<file path="config.mk">
export PLATFORM = sky130hd
export DESIGN_NAME = branch_resolve_unit
export DESIGN_NICKNAME = d
export VERILOG_FILES = /design/src/rtl/branch_resolve_unit_pkg.sv /design/src/rtl/cond_eval.sv /design/src/rtl/branch_resolve_unit.sv
export SDC_FILE = /design/constraint.sdc
export NUM_CORES = 1
export LEC_CHECK = 0
export CORE_UTILIZATION = 35
export DETAILED_ROUTE_END_ITERATION = 10
export PLACE_DENSITY = 0.71
export SLEW_MARGIN = 5
export SYNTH_ARGS = -nofsm -noshare
export SYNTH_HDL_FRONTEND = slang
export SYNTH_HIERARCHICAL = 1
export SYNTH_SLANG_ARGS = --single-unit
</file>
<file path="constraint.sdc">
create_clock -name clk -period 8.35 [get_ports clk]
set_input_delay 2.0875 -clock clk [delete_from_list [all_inputs] [get_ports clk]]
set_output_delay 2.0875 -clock clk [all_outputs]
set_load 0.02 [all_outputs]
</file>
<file path="src/rtl/branch_resolve_unit_pkg.sv">
// Shared condition codes and FSM state encoding for the branch resolve path.
// Decode/issue imports the same condition codes.
package branch_resolve_unit_pkg;

    localparam logic [2:0] COND_EQ  = 3'd0;
    localparam logic [2:0] COND_NEQ = 3'd1;
    localparam logic [2:0] COND_GT  = 3'd2;
    localparam logic [2:0] COND_GTE = 3'd3;
    localparam logic [2:0] COND_LT  = 3'd4;
    localparam logic [2:0] COND_LTE = 3'd5;

    typedef enum logic [1:0] {
        S_IDLE  = 2'd0,
        S_EVAL  = 2'd1,
        S_RESP  = 2'd2,
        S_FLUSH = 2'd3
    } state_t;

endpackage

</file>
<file path="src/rtl/cond_eval.sv">
// Unsigned condition evaluator: (a, b, cond) -> taken, plus a flag for reserved codes.
module cond_eval
    import branch_resolve_unit_pkg::*;
#(
    parameter int DATA_W = 16
) (
    input  logic [DATA_W-1:0] a,
    input  logic [DATA_W-1:0] b,
    input  logic [2:0]        cond,
    output logic              taken,
    output logic              bad
);

    always_comb begin
        taken = 1'b0;
        bad   = 1'b0;
        case (cond)
            COND_EQ:  taken = (a == b);
            COND_NEQ: taken = (a != b);
            COND_GT:  taken = (a >  b);
            COND_GTE: taken = (a >= b);
            COND_LT:  taken = (a <  b);
            COND_LTE: taken = (a <= b);
            // Reserved codes resolve as not taken.
            default:  bad = 1'b1;
        endcase
    end

endmodule

</file>
<file path="src/rtl/branch_resolve_unit.sv">
// Branch resolve unit: latch request, evaluate condition, hand back result,
// redirect fetch on taken branches and hold off issue for a refill window.
module branch_resolve_unit
    import branch_resolve_unit_pkg::*;
#(
    parameter int DATA_W    = 16,
    parameter int ADDR_W    = 16,
    parameter int FLUSH_CYC = 2
) (
    input  logic              clk,
    input  logic              rst,
    input  logic              in_valid,
    output logic              in_ready,
    input  logic [DATA_W-1:0] in_a,
    input  logic [DATA_W-1:0] in_b,
    input  logic [2:0]        in_cond,
    input  logic [ADDR_W-1:0] in_pc,
    input  logic [ADDR_W-1:0] in_target,
    output logic              res_valid,
    input  logic              res_ready,
    output logic              res_taken,
    output logic [ADDR_W-1:0] res_next_pc,
    output logic              bad_cond,
    output logic              redirect_valid,
    output logic [ADDR_W-1:0] redirect_pc,
    input  logic              clr_cnt,
    output logic [15:0]       taken_cnt,
    output logic [15:0]       ntaken_cnt
);

    localparam int FC_W = (FLUSH_CYC > 1) ? $clog2(FLUSH_CYC) : 1;
    // Counter holds remaining FLUSH cycles minus one, so FLUSH lasts exactly FLUSH_CYC cycles.
    localparam logic [FC_W-1:0] FC_LOAD = FC_W'((FLUSH_CYC > 0) ? FLUSH_CYC - 1 : 0);

    state_t            state, state_nxt;
    logic [DATA_W-1:0] a_q, b_q;
    logic [2:0]        cond_q;
    logic [ADDR_W-1:0] pc_q, tgt_q;
    logic [FC_W-1:0]   flush_cnt;
    logic              ev_taken, ev_bad;
    logic              accept, hs;

    cond_eval #(.DATA_W(DATA_W)) u_eval (
        .a     (a_q),
        .b     (b_q),
        .cond  (cond_q),
        .taken (ev_taken),
        .bad   (ev_bad)
    );

    assign in_ready  = (state == S_IDLE);
    assign res_valid = (state == S_RESP);
    assign bad_cond  = (state == S_EVAL) && ev_bad;
    assign accept    = in_valid && in_ready;
    assign hs        = res_valid && res_ready;

    always_ff @(posedge clk) begin
        if (rst) state <= S_IDLE;
        else     state <= state_nxt;
    end

    always_comb begin
        state_nxt = state;
        case (state)
            S_IDLE:  if (accept) state_nxt = S_EVAL;
            S_EVAL:  state_nxt = S_RESP;
            S_RESP:  if (res_ready) state_nxt = (res_taken && FLUSH_CYC != 0) ? S_FLUSH : S_IDLE;
            S_FLUSH: if (flush_cnt == '0) state_nxt = S_IDLE;
            default: state_nxt = S_IDLE;
        endcase
    end

    always_ff @(posedge clk) begin
        if (rst) begin
            a_q            <= '0;
            b_q            <= '0;
            cond_q         <= '0;
            pc_q           <= '0;
            tgt_q          <= '0;
            res_taken      <= 1'b0;
            res_next_pc    <= '0;
            redirect_valid <= 1'b0;
            redirect_pc    <= '0;
            flush_cnt      <= '0;
            taken_cnt      <= '0;
            ntaken_cnt     <= '0;
        end else begin
            redirect_valid <= 1'b0;
            if (accept) begin
                a_q    <= in_a;
                b_q    <= in_b;
                cond_q <= in_cond;
                pc_q   <= in_pc;
                tgt_q  <= in_target;
            end
            if (state == S_EVAL) begin
                res_taken   <= ev_taken;
                res_next_pc <= ev_taken ? tgt_q : pc_q + ADDR_W'(1);
            end
            if (hs && res_taken) begin
                redirect_valid <= 1'b1;
                redirect_pc    <= tgt_q;
                flush_cnt      <= FC_LOAD;
            end else if (state == S_FLUSH && flush_cnt != '0) begin
                flush_cnt <= flush_cnt - FC_W'(1);
            end
            // Clear beats a same-cycle increment; counters saturate instead of wrapping.
            if (clr_cnt) begin
                taken_cnt  <= '0;
                ntaken_cnt <= '0;
            end else if (hs) begin
                if (res_taken && taken_cnt != 16'hFFFF)
                    taken_cnt <= taken_cnt + 16'd1;
                if (!res_taken && ntaken_cnt != 16'hFFFF)
                    ntaken_cnt <= ntaken_cnt + 16'd1;
            end
        end
    end

endmodule
</file>
==> impl_metrics.tcl, run 1 <==
set metrics [dict create \
    clk_pin_slew_ns 0.06 \
    drc 0 \
    dieArea_sq_um 18290 \
    grt_max_degree 105 \
    drt_iter0_drc 347 \
    peakVddDrop_mv 0.1487 \
    cts_tree "built" \
    hp-class "flop to flop" \
    seqPwrFrac_pct 44.9 \
    max_cap_violations 0 \
    antenna_found_initial 0 \
    yosys.area.top_type_share_pct 43.83 \
    die_w_microns 135.2 \
    p_comb_share_pct 12.0 \
    synth_edf_count 0 \
    post-route-min-period_ns 4.558 \
    syn_to_final_growth_pct 33.35 \
    finalWirelength_mm 16.37 \
    synth_flop_cell "dfxtp_1" \
    hpwl_mm 11.20 \
    fin_area_sq_um 8284 \
    power.leakage_nw 2.798 \
    period_share_pct 54.59 \
    worstPathArrival_ns 4.89 \
    grt_pass1_wl_mm 26.11 \
    viasPerCell 5.180 \
    cts_root_buf "clkbuf_16" \
    p_sw_mw 0.4094 \
    port_buffers 140 \
    core_area_sq_um 17300 \
    syn_nets 879 \
    fin_skew_ns 0.01048 \
    antennaDiodeCount 0 \
    syn_area_per_cell_sq_um 7.884 \
    crit_type "input pin to flop" \
    numCtsBuffers 17 \
    drive_gt1_share_pct 5.889 \
    fin_nets 995 \
    async_flop_share_pct 0 \
    grt_pass1_vias 5325 \
    synth-seq-cells 136 \
    status "finished clean" \
    most-common-layout-cells "nand2_1, clkdlybuf4s50_1, dfxtp_1" \
    wl_per_cell_microns 14.33 \
    timing.final.hold_violations 0 \
    setup_viol 0 \
    clock_path_buffers 2 \
    synth_largest_area_cell "dfxtp_1" \
    p_clk_share_pct 43.1 \
    p_int_mw 1.143 \
    total_power_mw 1.552 \
    fmax_mhz 219.4 \
    boundaryPins 141 \
    synth.cell_area_sq_um 6212 \
    fp.dieH_microns 135.2 \
    num_vias 5916 \
    cp_max_fo 22 \
    syn_inst 788 \
    first_pass_iters 5 \
    cts_hold_buf 0 \
    slew_headroom_pct 14.77 \
    synth_cell_types 56 \
    start_util_pct 35.92 \
    power_density_nw_per_um2 187.3 \
    finalWeightedCongestion 0.8239 \
    ys_seq_area_share_pct 43.83 \
    start_kind "input pin" \
    slew_violations 0 \
    clock_sinks 136 \
    setup_tns_ns 0 \
    ant_nets 0 \
    ys_top_cells_by_area "dfxtp_1, nand2_1, a21oi_1" \
    clk_latency_ns 0.43 \
    worstPathRequired_ns 8.68 \
    layout_commonest_cell "nand2_1" \
    rsz0062_at_grt "no" \
    switching_share_pct 26.38 \
    yosysWarnings 6 \
    cts.repair.resized 0 \
    grt_use_total_pct 18.21 \
    htree_num_levels 4 \
    final_util_pct 47.89 \
    overflow 0 \
    rows 48 \
    post_cts_buffers 0 \
    dpl_cell_area_sq_um 7757 \
    end_kind "flop" \
    tightest_slew_ns 1.267 \
]
[area by class of cell]
type / instances / area [sq um]
Fill cell: 1698 / 9012
Sequential cell: 136 / 2723
Multi-Input combinational cell: 579 / 3223
Tap cell: 225 / 281.5
Clock buffer: 20 / 446.7
Inverter: 25 / 93.84
Clock inverter: 12 / 80.08
Timing Repair Buffer: 145 / 1436
[synthesized netlist by cell type (6+ instances only)]
cell type	n
nand2_1	206
dfxtp_1	136
a21oi_1	122
clkbuf_1	37
inv_1	25
nand3_1	23
ha_1	19
nor2_1	18
o21ai_0	18
nand4_1	13
nor3_1	13
a31oi_1	12
and3_1	11
or3_1	11
o31ai_1	10
or4_1	10
xnor2_1	10
buf_1	7
nor4_1	7
o22ai_1	6
[power by group through the flow]
| stage | Sequential, mW | Clock, mW | Combinational (mW) |
|---|---|---|---|
| global route | 0.700 | 0.714 | 0.205 |
| global placement | 0.709 | 0 | 0.185 |
| finish | 0.696 | 0.670 | 0.186 |
| CTS | 0.696 | 0.688 | 0.187 |
| detailed placement | 0.710 | 0 | 0.186 |
| floorplan | 0.708 | 0 | 0.110 |
[state kept, by name, indices dropped and copies added, names as in the netlist]
name / count
a_q: 16
b_q: 16
ntaken_cnt: 16
pc_q: 16
redirect_pc: 16
res_next_pc: 16
taken_cnt: 16
tgt_q: 16
cond_q: 3
state: 2
flush_cnt: 1
redirect_valid: 1
res_taken: 1
[final timing paths]
kind	startpoint	endpoint	slack (ns)	cells past startpoint
hold / removal	res_next_pc[2]$_SDFFE_PP0N_	res_next_pc[2]$_SDFFE_PP0N_	0.45	2
hold reg to reg	res_next_pc[2]$_SDFFE_PP0N_	res_next_pc[2]$_SDFFE_PP0N_	0.45	2
setup / recovery	res_ready	taken_cnt[13]$_SDFFE_PP0P_	3.79	5
setup reg to reg	b_q[14]$_SDFFE_PP0P_	res_next_pc[15]$_SDFFE_PP0N_	4.92	11
[cells by family (layout without fill, tap and decap cells)]
kind of cell               count (synthesis)  count (layout)  synth area share [%]
and+or+nand+nor                          342             342                 26.32
adders and majority gates                 19              19                 3.827
xor gates and xnor gates                  11              11                 1.551
AOI/OAI and AO/OA                        204             204                 19.40
muxes                                      3               3                0.4834
buffers and inverters                     73             202                 4.592
DFF                                      136             136                 43.83
[critical path: stages]
cell             delay, ns
clkdlybuf4s50_1       0.63
nand4b_1              0.77
nor3_1                0.96
a31oi_1               0.18
a311oi_1              0.26
[routing by layer]
layer	routed length, microns	track usage [%]
met2	7477	28.66
met5	0	0
met4	188	5.743
met3	847	4.751
met1	7854	24.18
[through the flow]
stage	instances	hold WS, ns	setup WS, ns
finish	1142	0.4520	3.792
global route	1142	0.4672	3.479
CTS	1142	0.4506	3.804
detailed placement	1110	0.4426	3.361
global placement	1110	0.4415	3.409
floorplan	788	0.4363	4.731
Power figures use the tool's default switching activity.
==> inputs of run 2 (changes only) <==
--- a/config.mk
+++ b/config.mk
@@ -7,7 +7,7 @@
 export LEC_CHECK = 0
 export CORE_UTILIZATION = 35
 export DETAILED_ROUTE_END_ITERATION = 10
-export PLACE_DENSITY = 0.71
+export PLACE_DENSITY = 0.73
 export SLEW_MARGIN = 5
 export SYNTH_ARGS = -nofsm -noshare
 export SYNTH_HDL_FRONTEND = slang
==> constraint.sdc (replaced) <==
create_clock -name clk -period 3.98 [get_ports clk]
set_input_delay 0.995 -clock clk [delete_from_list [all_inputs] [get_ports clk]]
set_output_delay 0.995 -clock clk [all_outputs]
set_load 0.02 [all_outputs]
==> run 2 against run 1 <==
  * Utilization grew 0.29 points
  * Worst setup slack lost 2.9 ns
  * Sequential share of layout area shrank 0.20 points
  * Die area is the same
  * Clock-buffer cell count shrank 1
  * Combinational power grew 110%
  * Final cell count is essentially flat
  * Worst hold slack gained 0.00090 ns
  * Critical path depth grew 5
  * Clock skew grew 0.0043 ns
  * Sequential power grew 110%
  * Non-clock buffer count grew 1
==> impl_metrics.tcl, run 2 (synthesis gave the netlist of run 1 again) <==
set metrics [dict create \
    num_vias 5936 \
    clk_latency_ns 0.43 \
    htree_num_levels 4 \
    fin_skew_ns 0.01477 \
    clk_pin_slew_ns 0.06 \
    p_sw_mw 0.8834 \
    fp.dieH_microns 135.2 \
    fin_nets 996 \
    setup_tns_ns 0 \
    timing.final.hold_violations 0 \
    slew_violations 0 \
    die_w_microns 135.2 \
    p_clk_share_pct 44.6 \
    drive_gt1_share_pct 5.991 \
    ant_nets 0 \
    max_cap_violations 0 \
    post-route-min-period_ns 3.075 \
    reg2reg_slack_ns 0.91 \
    layout_commonest_cell "nand2_1" \
    post_cts_buffers 0 \
    cts_root_buf "clkbuf_16" \
    layout_setup_ws_ns 0.9054 \
    dieArea_sq_um 18290 \
    cts.repair.resized 0 \
    most-common-layout-cells "nand2_1, clkdlybuf4s50_1, dfxtp_1" \
    first_pass_iters 7 \
    hp-class "flop to flop" \
    clock_path_buffers 2 \
    drt_iter0_drc 347 \
    setup_viol 0 \
    cts_hold_buf 0 \
    peakVddDrop_mv 0.3192 \
    grt_use_total_pct 18.35 \
    dp_slack_ns 0.8301 \
    port_buffers 140 \
    start_util_pct 35.92 \
    end_kind "flop" \
    p_int_mw 2.457 \
    slew_headroom_pct 19.98 \
    cp_max_fo 8 \
    rows 48 \
    cts_tree "built" \
    syn_to_final_growth_pct 34.16 \
    ff2ff_path_depth 10 \
    overflow 0 \
    boundaryPins 141 \
    dp.cells 1111 \
    power.leakage_nw 2.812 \
    rr_startpoint "b_q[7]$_SDFFE_PP0P_" \
    tightest_slew_ns 1.189 \
    hpwl_mm 11.49 \
    start_kind "flop" \
    hp-start "b_q[5]$_SDFFE_PP0P_" \
    final_util_pct 48.18 \
    antenna_found_initial 0 \
    r2r_end "res_next_pc[15]$_SDFFE_PP0N_" \
    hold_path_depth 2 \
    rsz0062_at_grt "no" \
    wl_per_cell_microns 14.16 \
    min_to "b_q[5]$_SDFFE_PP0P_" \
    worstPathRequired_ns 4.33 \
    clock_sinks 136 \
    grt_pass1_vias 5339 \
    crit_type "flop to flop" \
    fmax_mhz 325.2 \
    seqPwrFrac_pct 43.8 \
    drc 0 \
    grt_pass1_wl_mm 26.54 \
    switching_share_pct 26.45 \
    status "finished clean" \
    numCtsBuffers 17 \
    worstPathArrival_ns 3.43 \
    core_area_sq_um 17300 \
    layout.cells.non_filler 1143 \
    antennaDiodeCount 0 \
    finalWirelength_mm 16.19 \
    power_density_nw_per_um2 400.8 \
    grt_max_degree 64 \
    viasPerCell 5.193 \
    period_share_pct 77.25 \
    finalWeightedCongestion 0.8336 \
    p_comb_share_pct 11.6 \
]
[run 2: changes by cell type in the layout (fill, tap and decap cells not counted)]
cell / delta
clkinvlp_4: +1
clkinv_2: -4
clkbuf_8: -1
bufinv_16: +1
inv_6: +3
buf_12: +1
[run 2: worst max path at each step]
stage | cells past startpoint | startpoint | to
floorplan | 11 | b_q[7]$_SDFFE_PP0P_ | res_next_pc[15]$_SDFFE_PP0N_
global placement | 5 | res_ready | taken_cnt[8]$_SDFFE_PP0P_
detailed placement | 5 | res_ready | taken_cnt[8]$_SDFFE_PP0P_
CTS | 10 | b_q[7]$_SDFFE_PP0P_ | res_next_pc[15]$_SDFFE_PP0N_
global route | 10 | b_q[7]$_SDFFE_PP0P_ | res_next_pc[15]$_SDFFE_PP0N_
finish | 10 | b_q[7]$_SDFFE_PP0P_ | res_next_pc[15]$_SDFFE_PP0N_
[run 2: metrics by stage]
step                cell area (sq um)  power (mW)  hold WS [ns]
global route                     8334       3.484        0.4689
CTS                              8334       3.375        0.4552
finish                           8334       3.340        0.4529
global placement                 7777       1.873        0.4442
floorplan                        6212       1.716        0.4363
detailed placement               7777       1.881        0.4472
[run 2: worst max-delay path: stages (launching register included)]
cell       delay (ns)
dfxtp_1          0.34
inv_1            0.05
ha_1             0.31
a21oi_2          0.14
o21ai_1          0.07
a221o_1          0.37
o31ai_1          0.37
a2111oi_4        0.13
or4b_2           0.80
a311o_1          0.36
o211ai_1         0.08
[run 2: area by class of cell]
| type | count | area, sq um |
|---|---|---|
| inverters | 25 | 93.84 |
| flip-flops and latches | 136 | 2723 |
| multi-input cells | 579 | 3223 |
| well taps | 225 | 281.5 |
| fillers | 1680 | 8962 |
| repair buffers | 146 | 1456 |
| clock inverters | 13 | 123.9 |
| clock buffers | 19 | 432.9 |
[run 2: layer usage]
layer / routed length [microns] / track usage, % / vias to the layer above
li1: - / - / 3020
met1: 7711 / 24.51 / 2752
met2: 7445 / 28.83 / 149
met3: 863 / 4.265 / 15
met4: 165 / 6.492 / 0
met5: 0 / 0 / -
[run 2: power by group through the flow]
stage / Combinational (mW) / Sequential [mW] / Clock, mW
global route: 0.431 / 1.47 / 1.58
global placement: 0.382 / 1.49 / 0
detailed placement: 0.389 / 1.49 / 0
CTS: 0.391 / 1.46 / 1.52
finish: 0.386 / 1.46 / 1.49
floorplan: 0.231 / 1.48 / 0
==> inputs of run 3 (changes only) <==
==> constraint.sdc (replaced) <==
create_clock -name clk -period 2.5 [get_ports clk]
set_input_delay 0.625 -clock clk [delete_from_list [all_inputs] [get_ports clk]]
set_output_delay 0.625 -clock clk [all_outputs]
set_load 0.02 [all_outputs]
==> run 3 against run 2 <==
  * The flow now finishes with violations (negative setup slack)
  * Utilization up 3.6 points
  * Flip-flop and latch count did not move
  * Sequential share of layout area is 2.0 points lower
  * Via count up 2.9%
  * Register-to-register slack worse by 1.1 ns
  * Non-clock buffer count grew 27
  * Die area unchanged
  * Clock-buffer cell count fell by 1
  * Global-route usage up 1.1 points
  * Power increased by 71%
  * Highest routed layer is now met5
==> impl_metrics.tcl, run 3 (synthesis gave the netlist of run 1 again) <==
set metrics [dict create \
    htree_num_levels 4 \
    dp_slack_ns -0.2688 \
    grt_pass1_wl_mm 27.66 \
    clk_pin_slew_ns 0.06 \
    layout.cells.non_filler 1170 \
    rsz0062_at_grt "yes" \
    layout_commonest_cell "nand2_1" \
    drt_iter0_drc 356 \
    slew_violations 0 \
    start_util_pct 35.92 \
    grt_use_total_pct 19.45 \
    hp-class "flop to flop" \
    worstPathArrival_ns 3.07 \
    grt_max_degree 106 \
    failed_checks "negative setup slack" \
    worstPathRequired_ns 2.85 \
    clock_sinks 136 \
    timing.final.hold_violations 0 \
    antennaDiodeCount 0 \
    start_kind "flop" \
    finalWirelength_mm 17.36 \
    peakVddDrop_mv 0.5213 \
    drive_gt1_share_pct 14.60 \
    die_w_microns 135.2 \
    boundaryPins 141 \
    layout_setup_ws_ns -0.2233 \
    slew_headroom_pct 53.62 \
    total_power_mw 5.725 \
    dp.cells 1133 \
    fp.dieH_microns 135.2 \
    clock_path_buffers 2 \
    max_cap_violations 0 \
    drc 0 \
    cts_hold_buf 0 \
    fin_skew_ns 0.01125 \
    hpwl_mm 11.86 \
    period_share_pct 108.9 \
    fill_cells 1611 \
    num_vias 6110 \
    power_density_nw_per_um2 639.1 \
    power.leakage_nw 3.060 \
    status "finished, violations left" \
    syn_to_final_growth_pct 44.21 \
    most-common-layout-cells "nand2_1, clkdlybuf4s50_1, dfxtp_1" \
    fmax_mhz 367.2 \
    viasPerCell 5.222 \
    overflow 0 \
    numCtsBuffers 17 \
    tightest_slew_ns 0.6957 \
    ant_nets 0 \
    first_pass_iters 5 \
    setup_tns_ns -2.395 \
    crit_type "flop to flop" \
    wl_per_cell_microns 14.83 \
    antenna_found_initial 1 \
    fin_area_sq_um 8959 \
    grt_pass1_vias 5575 \
    cp_max_fo 5 \
    port_buffers 140 \
    finalWeightedCongestion 0.8397 \
    dieArea_sq_um 18290 \
    rows 48 \
    hold_ws_ns 0.4516 \
    core_area_sq_um 17300 \
    fin_nets 1023 \
    dpl_cell_area_sq_um 8119 \
    clk_latency_ns 0.43 \
    post-route-min-period_ns 2.723 \
    final_util_pct 51.79 \
    setup_viol 17 \
    cts_tree "built" \
    end_kind "flop" \
    cts_root_buf "clkbuf_16" \
]
[run 3: cell count changes in the layout (fill, tap and decap cells not counted), sizes merged]
cell           delta
buf              +27
clkinv            +3
bufinv            +2
clkdlybuf4s50     -2
clkinvlp          -2
dlymetal6s2s      +2
inv               -2
clkbuf            -1
[run 3: worst max-delay path: stages, from the launching register on]
cell       delay, ns
dfxtp_2         0.33
inv_2           0.04
ha_4            0.28
nand4_4         0.13
buf_6           0.15
a2111oi_4       0.41
o311a_1         0.28
a2111oi_4       0.08
or4b_4          0.59
a311o_1         0.29
o211ai_1        0.07
[run 3: final timing paths]
path                                           start                            to  slack [ns]  cells past startpoint
worst max-delay path            b_q[14]$_SDFFE_PP0P_  res_next_pc[15]$_SDFFE_PP0N_       -0.22                     10
worst min-delay path             b_q[8]$_SDFFE_PP0P_           b_q[8]$_SDFFE_PP0P_        0.45                      2
worst max register to register  b_q[14]$_SDFFE_PP0P_  res_next_pc[15]$_SDFFE_PP0N_       -0.22                     10
worst min register to register   b_q[8]$_SDFFE_PP0P_           b_q[8]$_SDFFE_PP0P_        0.45                      2
[run 3: timing repair]
item / 4_1_cts / 5_1_grt
pin swaps: 9 / 15
setup endpoints to repair: 18 / 19
cloned: 2 / 0
gates resized for setup: 15 / 38
buffers inserted: 2 / 1
[run 3: where the power goes]
| group | internal (mW) | total (mW) | switching (mW) |
|---|---|---|---|
| Clock | 1.60 | 2.59 | 0.988 |
| Sequential | 2.26 | 2.34 | 0.0828 |
| Combinational | 0.394 | 0.799 | 0.405 |
| Total | 4.25 | 5.73 | 1.48 |
[run 3: cell type report]
type | count | area [sq um] | share of cell area, %
Clock inverter | 14 | 173.9 | 1.941
Sequential cell | 136 | 2744 | 30.63
Timing Repair Buffer | 173 | 1704 | 19.02
Multi-Input combinational cell | 579 | 3522 | 39.32
Clock buffer | 18 | 439.2 | 4.902
Inverter | 25 | 93.84 | 1.047
Tap cell | 225 | 281.5 | 3.142
[run 3: per-layer routing]
layer / GRT usage, % / wire length, microns / vias up
met3: 4.078 / 834 / 26
met5: 0 / 13 / -
li1: - / - / 3085
met2: 32.42 / 8341 / 144
met1: 24.15 / 7788 / 2853
met4: 8.427 / 377 / 2
==> RTL edit (flow settings as in run 2) <==
`DATA_W` is set to 16 in 2 places; all go to 12.
--- a/src/rtl/cond_eval.sv
+++ b/src/rtl/cond_eval.sv
@@ -2,7 +2,7 @@
 module cond_eval
     import branch_resolve_unit_pkg::*;
 #(
-    parameter int DATA_W = 16
+    parameter int DATA_W = 12
 ) (
     input  logic [DATA_W-1:0] a,
     input  logic [DATA_W-1:0] b,
--- a/src/rtl/branch_resolve_unit.sv
+++ b/src/rtl/branch_resolve_unit.sv
@@ -3,7 +3,7 @@
 module branch_resolve_unit
     import branch_resolve_unit_pkg::*;
 #(
-    parameter int DATA_W    = 16,
+    parameter int DATA_W    = 12,
     parameter int ADDR_W    = 16,
     parameter int FLUSH_CYC = 2
 ) (
Ports: changed (resized in_a and in_b); port bits go from 141 to 133. The function was not compared with the original's and may differ.
==> RTL edit against run 2 <==
- critical path depth unchanged
- highest routed layer unchanged
- synthesized cell count is 8.4% lower
- global-route usage fell by 0.73 points
- largest power group unchanged
- worst setup slack gained 0.22 ns
- sequential cell count shrank 8
- wire length down 11%
- count of clock-buffer cells in the layout unchanged
- critical path type unchanged
- power decreased by 4.6%
- cell area down 7.9%
- clock skew fell by 0.0084 ns
- synthesized area fell by 8.6%
==> RTL edit: results (changes against run 2) <==
outcome: completed (unchanged)
sw power: 0.814 mW (was 0.883 mW)
critical path's slowest cell: and3_1 (was or4b_2)
largest cells by area after synthesis: dfxtp_1 (45%), nand2_1 (13%), a21oi_1 (9.0%) (was dfxtp_1 (44%), nand2_1 (12%), a21oi_1 (9.8%))
hold_ws: 0.451 ns (was 0.453 ns)
Compound-Gate Fraction of Synth Area: 0.141 (was 0.194)
minimum setup slack among reg-to-reg paths: 1.13 ns (was 0.91 ns)
Max Root-Sink Buffers: 2 (unchanged)
FFs w/ async S/R, synth: 0 (unchanged)
HPWL after detailed placement: 10200 um (was 11500 um)
TritonRoute pass-1 iters: 4 (was 7)
Arrival @ worst endpoint: 3.10 ns (was 3.43 ns)
layout cells sized above 1: 0.0566 (was 0.0599)
Largest stage delay, worst path: 0.64 ns (was 0.80 ns)
Crit Path Max Fanout: 23 (was 8)
Adder-Cell Fraction of Synth Area: 0.0331 (was 0.0383)
mux cell area share after synthesis: 0.00529 (was 0.00483)
xor/xnor share of the synthesized area: 0.0617 (was 0.0155)
dpl ws: 0.923 ns (was 0.830 ns)
Via Count: 5191 (was 5936)
Worst Hold End: redirect_pc[3] (was b_q[5])
# H-tree levels: 4 (unchanged)
DR iter-0 viols: 316 (was 347)
number of global-route vias before repair: 4723 (was 5339)
Placed Area: 7110 um2 (was 7780 um2)
Reg2Reg Depth: 10 (unchanged)
Mapped Nets: 801 (was 879)
first-pass GRT wire length: 22900 um (was 26500 um)
worst flop-to-flop path endpoint: res_next_pc[1] (was res_next_pc[15])
largest net degree at the start of global routing: 58 (was 64)
Leakage: 2.66 nW (was 2.81 nW)
sequential share of the synthesized area: 0.451 (was 0.438)
input/output buffers: 132 (was 140)
HP Start: redirect_pc[3] (was b_q[5])
Post-CTS Setup Bufs: 0 (unchanged)
relative slew slack: 0.345 (was 0.200)
Routability Congestion: 0.853 (was 0.834)
Post-synth top cells: nand2_1 (191), dfxtp_1 (128), a21oi_1 (102), nor2_1 (42), clkbuf_1 (37) (was nand2_1 (206), dfxtp_1 (136), a21oi_1 (122), clkbuf_1 (37), inv_1 (25))
FILL cells: 1591 (was 1680)
clock skew: 0.00637 ns (was 0.0148 ns)
Netlist cell types: 44 (was 56)
Final nets: 914 (was 996)
Clk Latency, worst-skew pair: 0.42 ns
Max VDD drop: 0.000289 V (was 0.000319 V)
routed wire length: 14400 um (was 16200 um)
CP endpoint kind: flip-flop (unchanged)
global-route usage over all layers: 0.176 (was 0.184)
Hold Path Stages: 2 (unchanged)
## RTL edit: changes by cell type in the layout (fill, tap and decap cells not counted), sizes merged, moves of 5 or more
cell,run 2,this run
clkdlybuf4s50,139,131
a21oi,123,102
xnor2,10,22
or4,10,1
or3,13,3
o31ai,10,0
nand2,206,191
o311ai,5,0
nor2,18,42
xor2,1,18
dfxtp,136,128
## RTL edit: routing by layer
layer | vias to the layer above | share of wire | global-route usage | wire length (um)
met5 | - | 0 | 0 | 0
met4 | 0 | 0.012 | 0.0637 | 174
met3 | 16 | 0.058 | 0.0537 | 831
met2 | 138 | 0.46 | 0.283 | 6650
met1 | 2371 | 0.47 | 0.223 | 6740
li1 | 2666 | - | - | -
## RTL edit: layout make-up
class	count	area share
Timing Repair Buffer	139	0.179
Inverter	24	0.0117
Clock inverter	13	0.0148
Clock buffer	19	0.0590
Sequential cell	128	0.334
Tap cell	216	0.0352
Multi-Input combinational cell	525	0.367
## RTL edit: stage by stage
stage               total power [mW]   util  instances
finish                          3.19  0.483       1064
global route                    3.31  0.483       1064
CTS                             3.21  0.483       1064
detailed placement              1.74  0.448       1032
global placement                1.73  0.448       1032
floorplan                       1.61      -        722
## RTL edit: worst max-delay path by stage
stage                         start        endpoint  slack, ns  cells past startpoint
after floorplan              b_q[3]  res_next_pc[2]       1.71                     13
after global placement    res_ready  ntaken_cnt[15]       0.92                      6
after detailed placement  res_ready  ntaken_cnt[13]       0.92                      6
after CTS                  state[1]       res_valid       1.10                      3
after global routing         b_q[7]  res_next_pc[2]       0.77                     12
final                        b_q[7]  res_next_pc[1]       1.13                     10
## RTL edit: power groups by stage
stage	combinational, mW	clock, mW	sequential (mW)
after floorplan	0.210	0	1.40
after global placement	0.331	0	1.40
after detailed placement	0.337	0	1.40
after CTS	0.338	1.50	1.38
after global routing	0.375	1.56	1.38
final	0.336	1.47	1.38
## RTL edit: cell families (layout without fill, tap and decap cells)
family	count (synthesis)	after routing
xor gates and xnor gates	40	40
DFF	128	128
muxes	3	3
AOI/OAI and AO/OA	146	146
adders and majority gates	15	15
buffers and inverters	69	195
and+or+nand+nor	321	321
## RTL edit: critical path: cells and delay by family (launching register included)
family	cells	cell delay, ns
AND/OR/NAND/NOR	2	0.79
AO/OA/AOI/OAI	4	0.75
flip-flops	1	0.33
buffers and inverters	2	0.32
adder cells (fa/ha/maj)	1	0.30
multiplexers	1	0.18
